File: src/rtl/uci_info_formatter_pkg.sv
// Shared types and constants for the UCI info-line formatter: move encoding,
// snapshot record, label strings and small character helpers.
package uci_info_formatter_pkg;

  typedef enum logic [2:0] {
    SPECIAL_NONE,
    SPECIAL_PROMOTE_KNIGHT,
    SPECIAL_PROMOTE_BISHOP,
    SPECIAL_PROMOTE_ROOK,
    SPECIAL_PROMOTE_QUEEN,
    SPECIAL_CASTLE,
    SPECIAL_EN_PASSANT,
    SPECIAL_DOUBLE_PUSH
  } special_t;

  typedef struct packed {
    logic [2:0] fil;
    logic [2:0] rnk;
  } square_t;

  typedef struct packed {
    square_t  src;
    square_t  dst;
    special_t special;
  } move_t;

  typedef struct packed {
    logic [7:0]  depth;
    logic [15:0] score;
    logic        mate;
    logic [31:0] nodes;
    move_t       move;
  } snap_t;

  typedef logic [9:0][3:0] bcd_t;

  localparam int INFO_MAX_CHARS = 51;
  localparam int LBL_W          = 96;

  // Labels are right-aligned in a 12-byte field; the first character sits at byte LEN-1
  localparam logic [LBL_W-1:0] STR_DEPTH      = {48'h0, "depth "};
  localparam logic [LBL_W-1:0] STR_SCORE_CP   = {16'h0, " score cp "};
  localparam logic [LBL_W-1:0] STR_SCORE_MATE = " score mate ";
  localparam logic [LBL_W-1:0] STR_NODES      = {40'h0, " nodes "};
  localparam logic [LBL_W-1:0] STR_PV         = {64'h0, " pv "};

  localparam logic [3:0] LEN_DEPTH      = 4'd6;
  localparam logic [3:0] LEN_SCORE_CP   = 4'd10;
  localparam logic [3:0] LEN_SCORE_MATE = 4'd12;
  localparam logic [3:0] LEN_NODES      = 4'd7;
  localparam logic [3:0] LEN_PV         = 4'd4;

  typedef enum logic [3:0] {
    SEG_DEPTH_LBL,
    SEG_DEPTH_NUM,
    SEG_SCORE_LBL,
    SEG_SIGN,
    SEG_SCORE_NUM,
    SEG_NODES_LBL,
    SEG_NODES_NUM,
    SEG_PV_LBL,
    SEG_MOVE,
    SEG_DONE
  } seg_t;

  function automatic logic [7:0] lbl_char(input logic [LBL_W-1:0] s,
                                          input logic [3:0] len,
                                          input logic [3:0] idx);
    logic [3:0]       pos;
    logic [LBL_W-1:0] t;
    pos = len - idx - 4'd1;
    t   = s >> {pos, 3'b000};
    return t[7:0];
  endfunction

  function automatic logic [7:0] promo_char(input special_t sp);
    case (sp)
      SPECIAL_PROMOTE_KNIGHT: return "n";
      SPECIAL_PROMOTE_BISHOP: return "b";
      SPECIAL_PROMOTE_ROOK:   return "r";
      SPECIAL_PROMOTE_QUEEN:  return "q";
      default:                return 8'h00;
    endcase
  endfunction

endpackage

File: src/rtl/uci_info_formatter_bin_to_bcd32.sv
// bin_to_bcd32: sequential double-dabble, one input bit per cycle. The first
// bit is consumed on the start edge, so done pulses exactly 32 edges in.
module bin_to_bcd32
  import uci_info_formatter_pkg::*;
(
  input  logic        clk_in,
  input  logic        rst_in,
  input  logic        start,
  input  logic [31:0] bin_in,
  output logic        busy,
  output logic        done,
  output bcd_t        bcd_out
);

  logic [31:0] shreg;
  logic [4:0]  cnt;

  function automatic bcd_t dd_step(input bcd_t b, input logic bit_in);
    bcd_t        a;
    logic [40:0] t;
    for (int i = 0; i < 10; i++) begin
      a[i] = (b[i] >= 4'd5) ? b[i] + 4'd3 : b[i];
    end
    t = {a, bit_in};
    return t[39:0];
  endfunction

  always_ff @(posedge clk_in) begin
    if (rst_in) begin
      busy <= 1'b0;
      done <= 1'b0;
      cnt  <= 5'd0;
    end else begin
      done <= 1'b0;
      if (start && !busy) begin
        bcd_out <= dd_step('0, bin_in[31]);
        shreg   <= {bin_in[30:0], 1'b0};
        cnt     <= 5'd30;
        busy    <= 1'b1;
      end else if (busy) begin
        bcd_out <= dd_step(bcd_out, shreg[31]);
        shreg   <= {shreg[30:0], 1'b0};
        cnt     <= cnt - 5'd1;
        if (cnt == 5'd0) begin
          busy <= 1'b0;
          done <= 1'b1;
        end
      end
    end
  end

endmodule

File: src/rtl/uci_info_formatter.sv
// uci_info_formatter: turns a search-stats snapshot into the ASCII "info" payload.
// Define UCI_INFO_COALESCE_EN to accept snapshots while busy (latest one wins).
module uci_info_formatter
  import uci_info_formatter_pkg::*;
#(
  parameter int INFO_LEN = 52
) (
  input  logic                      clk_in,
  input  logic                      rst_in,
  input  logic                      stats_valid,
  output logic                      stats_ready,
  input  logic [7:0]                depth_in,
  input  logic signed [15:0]        score_in,
  input  logic                      score_is_mate_in,
  input  logic [31:0]               nodes_in,
  input  move_t                     pv_move_in,
  output logic [INFO_LEN-1:0][7:0]  info_out,
  output logic                      info_out_valid,
  input  logic                      info_out_ready
);

  typedef enum logic [1:0] {S_IDLE, S_CONV, S_BUILD, S_HOLD} state_t;

  state_t      state;
  snap_t       snap;
  snap_t       live;
  logic [1:0]  conv_idx;
  bcd_t        depth_bcd, score_bcd, nodes_bcd;
  seg_t        seg, seg_nxt;
  logic [3:0]  sub, seg_len;
  logic [5:0]  wr_ptr;
  logic [7:0]  ch, promo;
  logic [3:0]  depth_nd, score_nd, nodes_nd;
  logic        seg_end, last_char, null_mv;

  logic        cv_start, cv_busy, cv_done;
  logic [31:0] cv_bin;
  bcd_t        cv_bcd;

  function automatic logic [16:0] abs17(input logic [15:0] v);
    logic signed [16:0] s;
    s = {v[15], v};
    return s[16] ? $unsigned(-s) : $unsigned(s);
  endfunction

  function automatic logic [3:0] bcd_ndig(input bcd_t b);
    logic [3:0] n;
    n = 4'd1;
    for (int i = 1; i < 10; i++) begin
      if (b[i] != 4'd0) n = 4'(i + 1);
    end
    return n;
  endfunction

  function automatic logic [7:0] dig_char(input bcd_t b, input logic [3:0] idx);
    return 8'h30 + {4'h0, b[idx]};
  endfunction

  assign live     = {depth_in, score_in, score_is_mate_in, nodes_in, pv_move_in};
  assign depth_nd = bcd_ndig(depth_bcd);
  assign score_nd = bcd_ndig(score_bcd);
  assign nodes_nd = bcd_ndig(nodes_bcd);
  assign null_mv  = (snap.move.src == snap.move.dst);
  assign promo    = promo_char(snap.move.special);

  // One converter serves depth, |score| and nodes back to back; a new start
  // is issued in the same cycle the previous result is reported.
  assign cv_start = (state == S_CONV) && !cv_busy && (conv_idx != 2'd3);

  always_comb begin
    case (conv_idx)
      2'd0:    cv_bin = {24'd0, snap.depth};
      2'd1:    cv_bin = {15'd0, abs17(snap.score)};
      default: cv_bin = snap.nodes;
    endcase
  end

  bin_to_bcd32 u_bcd (
    .clk_in  (clk_in),
    .rst_in  (rst_in),
    .start   (cv_start),
    .bin_in  (cv_bin),
    .busy    (cv_busy),
    .done    (cv_done),
    .bcd_out (cv_bcd)
  );

  always_comb begin
    ch      = 8'h00;
    seg_len = 4'd1;
    seg_nxt = SEG_DONE;
    case (seg)
      SEG_DEPTH_LBL: begin
        ch      = lbl_char(STR_DEPTH, LEN_DEPTH, sub);
        seg_len = LEN_DEPTH;
        seg_nxt = SEG_DEPTH_NUM;
      end
      SEG_DEPTH_NUM: begin
        ch      = dig_char(depth_bcd, depth_nd - sub - 4'd1);
        seg_len = depth_nd;
        seg_nxt = SEG_SCORE_LBL;
      end
      SEG_SCORE_LBL: begin
        if (snap.mate) begin
          ch      = lbl_char(STR_SCORE_MATE, LEN_SCORE_MATE, sub);
          seg_len = LEN_SCORE_MATE;
        end else begin
          ch      = lbl_char(STR_SCORE_CP, LEN_SCORE_CP, sub);
          seg_len = LEN_SCORE_CP;
        end
        seg_nxt = snap.score[15] ? SEG_SIGN : SEG_SCORE_NUM;
      end
      SEG_SIGN: begin
        ch      = "-";
        seg_nxt = SEG_SCORE_NUM;
      end
      SEG_SCORE_NUM: begin
        ch      = dig_char(score_bcd, score_nd - sub - 4'd1);
        seg_len = score_nd;
        seg_nxt = SEG_NODES_LBL;
      end
      SEG_NODES_LBL: begin
        ch      = lbl_char(STR_NODES, LEN_NODES, sub);
        seg_len = LEN_NODES;
        seg_nxt = SEG_NODES_NUM;
      end
      SEG_NODES_NUM: begin
        ch      = dig_char(nodes_bcd, nodes_nd - sub - 4'd1);
        seg_len = nodes_nd;
        seg_nxt = null_mv ? SEG_DONE : SEG_PV_LBL;
      end
      SEG_PV_LBL: begin
        ch      = lbl_char(STR_PV, LEN_PV, sub);
        seg_len = LEN_PV;
        seg_nxt = SEG_MOVE;
      end
      SEG_MOVE: begin
        seg_len = (promo != 8'h00) ? 4'd5 : 4'd4;
        case (sub)
          4'd0:    ch = 8'h61 + {5'd0, snap.move.src.fil};
          4'd1:    ch = 8'h31 + {5'd0, snap.move.src.rnk};
          4'd2:    ch = 8'h61 + {5'd0, snap.move.dst.fil};
          4'd3:    ch = 8'h31 + {5'd0, snap.move.dst.rnk};
          default: ch = promo;
        endcase
      end
      default: ;
    endcase
  end

  assign seg_end   = (sub == seg_len - 4'd1);
  assign last_char = seg_end && (seg_nxt == SEG_DONE);

`ifdef UCI_INFO_COALESCE_EN
  logic  pend;
  snap_t pend_snap;
  logic  hold_hs;

  assign stats_ready = 1'b1;
  assign hold_hs     = (state == S_HOLD) && info_out_ready;

  always_ff @(posedge clk_in) begin
    if (rst_in) begin
      pend <= 1'b0;
    end else if (hold_hs) begin
      pend <= 1'b0;
    end else if (stats_valid && (state != S_IDLE)) begin
      pend      <= 1'b1;
      pend_snap <= live;
    end
  end
`endif

  always_ff @(posedge clk_in) begin
    if (rst_in) begin
      state          <= S_IDLE;
      info_out       <= '0;
      info_out_valid <= 1'b0;
      conv_idx       <= 2'd0;
      seg            <= SEG_DEPTH_LBL;
      sub            <= 4'd0;
      wr_ptr         <= 6'd0;
`ifndef UCI_INFO_COALESCE_EN
      stats_ready    <= 1'b1;
`endif
    end else begin
      case (state)
        S_IDLE: begin
          if (stats_valid) begin
            snap     <= live;
            conv_idx <= 2'd0;
            state    <= S_CONV;
`ifndef UCI_INFO_COALESCE_EN
            stats_ready <= 1'b0;
`endif
          end
        end
        S_CONV: begin
          if (cv_start) conv_idx <= conv_idx + 2'd1;
          if (cv_done) begin
            case (conv_idx)
              2'd1: depth_bcd <= cv_bcd;
              2'd2: score_bcd <= cv_bcd;
              default: begin
                nodes_bcd <= cv_bcd;
                seg       <= SEG_DEPTH_LBL;
                sub       <= 4'd0;
                wr_ptr    <= 6'd0;
                state     <= S_BUILD;
              end
            endcase
          end
        end
        S_BUILD: begin
          info_out[wr_ptr] <= ch;
          wr_ptr           <= wr_ptr + 6'd1;
          if (seg_end) begin
            seg <= seg_nxt;
            sub <= 4'd0;
          end else begin
            sub <= sub + 4'd1;
          end
          if (last_char) begin
            info_out_valid <= 1'b1;
            state          <= S_HOLD;
          end
        end
        S_HOLD: begin
          if (info_out_ready) begin
            info_out_valid <= 1'b0;
            info_out       <= '0;
            state          <= S_IDLE;
`ifdef UCI_INFO_COALESCE_EN
            if (pend || stats_valid) begin
              snap     <= stats_valid ? live : pend_snap;
              conv_idx <= 2'd0;
              state    <= S_CONV;
            end
`else
            stats_ready <= 1'b1;
`endif
          end
        end
        default: state <= S_IDLE;
      endcase
    end
  end

endmodule

File: config.mk
export PLATFORM = sky130hd
export DESIGN_NAME = uci_info_formatter
export DESIGN_NICKNAME = d
export VERILOG_FILES = /design/src/rtl/uci_info_formatter_pkg.sv /design/src/rtl/uci_info_formatter_bin_to_bcd32.sv /design/src/rtl/uci_info_formatter.sv
export SDC_FILE = /design/constraint.sdc
export NUM_CORES = 1
export LEC_CHECK = 0
export CAP_MARGIN = 5
export CORE_MARGIN = 2
export CORE_UTILIZATION = 48
export DETAILED_ROUTE_END_ITERATION = 16
export PLACE_DENSITY = 0.84
export SKIP_CTS_REPAIR_TIMING = 1
export SLEW_MARGIN = 10
export SYNTH_ARGS = -nofsm -noshare
export SYNTH_HDL_FRONTEND = slang
export SYNTH_SLANG_ARGS = --single-unit
File: constraint.sdc
create_clock -name clk_in -period 5.15 [get_ports clk_in]
set_clock_uncertainty 0.15 [all_clocks]
set_input_delay 1.03 -clock clk_in [delete_from_list [all_inputs] [get_ports clk_in]]
set_output_delay 1.03 -clock clk_in [all_outputs]
set_load 0.005 [all_outputs]
After elaboration in Yosys (flattened, before gate mapping)
Index checks and enable logic that the tools add are counted. W data, S select, Z words.

Word-level logic and storage cells: 360. Bits in registers: 706. Output and inout bits: 418.

Bitwise logic cells: 3. Reduce and logical (&&, ||, !) cells: 59. Muxes and demuxes: 94. $add $sub $neg: 39. Equality and inequality tests: 31. Magnitude comparators: 15. Shifts and indexed selects: 5.

Operators with widths (count): $pmux W416 S2 (1); $bwmux W416 (1); $mux W416 (1); $mux W4 (41); $reduce_bool A4 Y1 (27); $shr A94 B7 Y8 const A (1); $shr A78 B7 Y8 const A (1); $pmux W8 S9 (1); $mux W32 (2); $pmux W32 S2 (1); $pmux W4 S8 (2); $shr A54 B7 Y8 const A (1); $bmux W4 S4 (3); $demux W8 S6 (1); $shr A47 B7 Y8 const A (1); $ge A4 B3 Y1 const B (10); $mux W40 (1); $add A4 B2 Y4 const B (9); $sub A4 B1 Y4 const B (9); $pmux W8 S4 (1); $shr A30 B7 Y8 const A (1); $pmux W7 S4 (1); $add A6 B4 Y7 const A (3); $mux W2 (10); 52 further kinds (116).

Depth between registers and ports, before layout
Word-level depth: 18. Mapped depth: 17.

Modules after synthesis
Synthesis repeated with hierarchy kept, for this count alone.

Cell total of the unflattened synthesis: 2834. Area, all modules: 29065.4 um^2.

By module, submodules not included: uci_info_formatter (area an instance 25015.2 um^2, times used 1, cells each 2500); bin_to_bcd32 (area an instance 4050.1 um^2, times used 1, cells each 334).

Worst setup path after synthesis
No wires, ideal clock.

Kind: in2reg. Start: input rst_in. End: register snap[0] (netlist name), enable pin. Slack: -0.173 ns. Buffers on the path: 3. Library setup time: 0.502 ns. Required time: 4.498 ns. Cell stages on the path: 4. Arrival time: 4.671 ns. Cell sequence: clkbuf_1 > clkbuf_1 > clkbuf_1 > nor2_1.

Cells in the longest elaborated chain, start to end: 2.

RTL lines: start, declared (RTL line uci_info_formatter.sv:9) `input logic rst_in,`; $not A1 Y1 (no line); $reduce_and A3 Y1 (no line); end signal, assigned (RTL line uci_info_formatter.sv:190) `snap <= live;`; end, declared (RTL line uci_info_formatter.sv:25) `snap_t snap;`.

Every way passes these cells. A chain may end at the register's enable or synchronous reset.

Worst setup path in the final report
Start: register score_bcd[9] (netlist name). End: register info_out[409] (netlist name).

Cells in the longest elaborated chain, start to end: 17.

RTL lines: start, declared (RTL line uci_info_formatter.sv:28) `bcd_t depth_bcd, score_bcd, nodes_bcd;`; start signal, assigned (RTL line uci_info_formatter.sv:203) `2'd2: score_bcd <= cv_bcd;`; $reduce_bool A4 Y1 (RTL line uci_info_formatter.sv:50) `if (b[i] != 4'd0) n = 4'(i + 1);`; $mux W4 (8 in a row) (RTL line uci_info_formatter.sv:50); $sub A4 B4 Y4 (RTL line uci_info_formatter.sv:118) `ch = dig_char(score_bcd, score_nd - sub - 4'd1);`; $sub A4 B1 Y4 (RTL line uci_info_formatter.sv:118); $bmux W4 S4 * (RTL line uci_info_formatter.sv:56) `return 8'h30 + {4'h0, b[idx]};`; $mux W4 (not written as such) * (RTL line uci_info_formatter.sv:56); $add A6 B4 Y7 * (RTL line uci_info_formatter.sv:56); $pmux W8 S9 * (RTL line uci_info_formatter.sv:92) `case (seg)`; $bwmux W416 * (RTL line uci_info_formatter.sv:215) `info_out[wr_ptr] <= ch;`; $pmux W416 S2 * (RTL line uci_info_formatter.sv:187) `case (state)`; end signal, assigned by index (RTL line uci_info_formatter.sv:215); end, declared (RTL line uci_info_formatter.sv:17) `output logic [INFO_LEN-1:0][7:0] info_out,`.

Every way passes the cells marked *; elsewhere a longest branch is shown, timed or not. The select of a mux whose other input is x is not followed.

==> reports/qor.csv <==
metric;value;unit
run_status;finished, final reports clean;
synth_enable_flop_cells;263;
setup_tns;0;ns
layout.cell_area.non_filler;35600;um2
drcViolationCount;0;
cts.htree.levels;3;
post-dp-hpwl;64000;um
worst_r2r_path_depth;15;
slew_viol_final;0;
launch_point_of_the_worst_reg_to_reg_path;score_bcd[9];
crit_path_end_kind;flip-flop;
global_route.overflow_total;0;
crit_arrival;5.10;ns
gr-usage-all-layers;29.3;%
post-route-period-util;93.0;%
p_int;9.46;mW
hp-class;reg -> reg;
cell_count_after_synthesis;2950;
ant_nets;0;
post_layout_nets;3478;
clk_slew_on_worst_s_h_paths;0.06;ns
synth.yosys.seq_area_share;55.6;%
critical_path_required;5.46;ns
netlist.top_cell.by_area;sky130_fd_sc_hd__edfxtp_1;
fin_crit;4.79;ns
async_flop_share;0;%
io-pin-count;494;
synth-main-ff-cell;sky130_fd_sc_hd__dfxtp_1;
placementRows;88;
ys_seq_elements;654;
number_of_buffers_added_by_the_clock_tree_synthesis_step;68;
pwr-share-comb;12.6;%
placeableCoreArea;57900;um2
number_of_endpoints_with_negative_hold_slack_in_the_final_report;0;
avg_wl_per_cell;22.1;um
worstMarginPinSlew;1.18;ns
setup_ws;0.362;ns
globalplace.congestion;0.994;
place_ws;0.301;ns
final_core_utilization;61.5;%
timing.fmax;0.209;GHz
multi_input_area;11600;um2
synth.distinct_cells;90;
whs_endpoint;info_out[214];
worst-r2r-setup-slack;0.36;ns
r2r_end;info_out[409];
dr_total_vias;24800;
timing.slew.headroom;20.6;%
yosysWarningCount;0;
fill_cell_count;4528;
max_cap_violations;0;
synth_top_cell_area_share;27.9;%
power-per-cell-area;363;nW/um2
post_synth_main_area_contributors;sky130_fd_sc_hd__edfxtp_1 28%, sky130_fd_sc_hd__dfxtp_1 28%, sky130_fd_sc_hd__nand3_1 5.3%;
path_max_fanout;18;
setup.worst_path.class;reg -> reg;
drt_first_iter_violations;2870;
switchingPower;3.48;mW
clockRootBuffer;sky130_fd_sc_hd__clkbuf_16;
numClockSinks;654;
netSwitchingFraction;26.9;%
cts_tree;yes;
grt_pass1_vias;23300;
largest_net_degree_at_the_start_of_global_routing;122;
route.final.wire_length;91900;um
drive_gt1_share;6.66;%
clockPowerShare;39.0;%
finalSetupViolations;0;
die_area;60900;um2
routed_via_density;5.97;
worstHoldPathCells;2;
power.static_leakage;12.3;nW
seq_power_share;48.4;%
ir_worst_vdd;0.308;mV
grt_setup_unrepaired;no;
detailed_place.area;33300;um2
floorplan.die.width;247;um
initial_utilization;48.8;%
layout.cells.most_common_list;440 x sky130_fd_sc_hd__clkdlybuf4s50_1, 391 x sky130_fd_sc_hd__dfxtp_1, 385 x sky130_fd_sc_hd__nor2_1, 380 x sky130_fd_sc_hd__nand2_1, 300 x sky130_fd_sc_hd__nand3_1;
layout.cells.most_common;sky130_fd_sc_hd__clkdlybuf4s50_1;
drtPass1Iterations;7;
grt_antenna_before_repair;1;
ctsLongestPathBuffers;3;
die_height;247;um
mappedNetlistArea;28300;um2
min-delay-start;info_out[214];
syn_to_final_growth;25.9;%
clk_latency;0.62;ns
final-seq-area;15700;um2
startpoint_class;flip-flop;
avgSynthCellArea;9.58;um2
buffer_ports.inserted;441;
first_pass_grt_wire_length;137000;um
Yosys cell counts (all sizes together), types with 7 or more instances:
| library cell | number |
|---|---|
| xor2 | 25 |
| xnor2 | 32 |
| edfxtp | 263 |
| mux4 | 24 |
| buf | 68 |
| o21ai | 98 |
| dfxtp | 391 |
| inv | 50 |
| or3 | 15 |
| nand3 | 301 |
| nor4 | 33 |
| a21oi | 288 |
| mux2i | 31 |
| a221oi | 11 |
| a211oi | 7 |
| nor3 | 37 |
| a31oi | 118 |
| clkbuf | 155 |
| nand2b | 29 |
| ha | 61 |
| a22oi | 12 |
| nor2 | 389 |
| nand2 | 381 |
| and3 | 11 |
| or4 | 15 |
how the worst max path moves through the flow:
stage / start / endpoint / slack, ns / depth (start not counted)
after global routing: score_bcd[9] / info_out[385] / 0.1 / 15
after floorplan: rst_in / nodes_bcd[0] / 0.27 / 3
final: score_bcd[9] / info_out[409] / 0.36 / 15
after detailed placement: score_bcd[8] / info_out[409] / 0.30 / 15
after global placement: score_bcd[8] / info_out[353] / 0.40 / 15
after CTS: score_bcd[9] / info_out[385] / 0.29 / 15
registers in the layout (all words and copies together), names as in the netlist:
name            cells
u_bcd.bcd_out      40
stats_ready         1
wr_ptr              6
conv_idx            2
score_bcd          40
u_bcd.shreg        31
depth_bcd          40
sub                 4
u_bcd.busy          1
seg                 4
state               2
nodes_bcd          40
info_out          364
info_out_valid      1
u_bcd.cnt           5
snap               72
u_bcd.done          1
critical path, stage by stage (launching register included):
cell	delay, ns
sky130_fd_sc_hd__edfxtp_1	0.41
sky130_fd_sc_hd__or4_4	0.53
sky130_fd_sc_hd__o21ai_1	0.17
sky130_fd_sc_hd__a41oi_1	0.16
sky130_fd_sc_hd__and2_2	0.25
sky130_fd_sc_hd__ha_1	0.21
sky130_fd_sc_hd__fa_2	0.73
sky130_fd_sc_hd__mux4_2	0.34
sky130_fd_sc_hd__mux2i_1	0.18
sky130_fd_sc_hd__mux2i_1	0.12
sky130_fd_sc_hd__a2111o_1	0.48
sky130_fd_sc_hd__a211oi_4	0.23
sky130_fd_sc_hd__buf_4	0.34
sky130_fd_sc_hd__nor2_1	0.09
sky130_fd_sc_hd__a31oi_1	0.17
sky130_fd_sc_hd__nor2_1	0.06
area by class of cell:
class	instances	area share, %
antenna	1	0.00703
clock buffer	94	5.46
clock inverter	30	0.959
inverter	50	0.527
multi-input combinational	2074	32.4
sequential	654	44.2
tap	765	2.69
timing repair buffer	490	13.8
layer usage:
layer | global-route usage, % | share of wire, % | vias up
met4 | 19.1 | 7.3 | 0
li1 | - | - | 11200
met5 | 0 | 0 | -
met3 | 6.27 | 11 | 339
met1 | 36.5 | 36 | 11700
met2 | 46.3 | 45 | 1559
cells by family after synthesis:
logic type	count (synthesis)	synth area share, %
AO/OA/AOI/OAI	595	12.2
XOR/XNOR	60	2.00
adder cells (fa/ha/maj)	64	2.91
buffers and inverters	273	4.53
flip-flops	654	55.6
multiplexers	58	3.14
other	1	0.0133
AND/OR/NAND/NOR	1245	19.6
power by group through the flow:
stage,combinational (mW),clock (mW),sequential [mW]
detailed placement,1.60,0,6.36
finish,1.63,5.04,6.26
floorplan,1.20,0,6.22
CTS,1.62,5.07,6.26
global route,1.82,5.28,6.29
global placement,1.54,0,6.34
stage by stage:
stage	instances	power (mW)	hold WS, ns
6_report	4158	12.9	0.315
5_1_grt	4157	13.4	0.332
4_1_cts	4157	12.9	0.315
3_5_place_dp	4033	7.96	0.307
3_3_place_gp	4033	7.88	0.303
2_1_floorplan	3001	7.42	0.301
No activity file was read; power rests on OpenSTA's default activity.
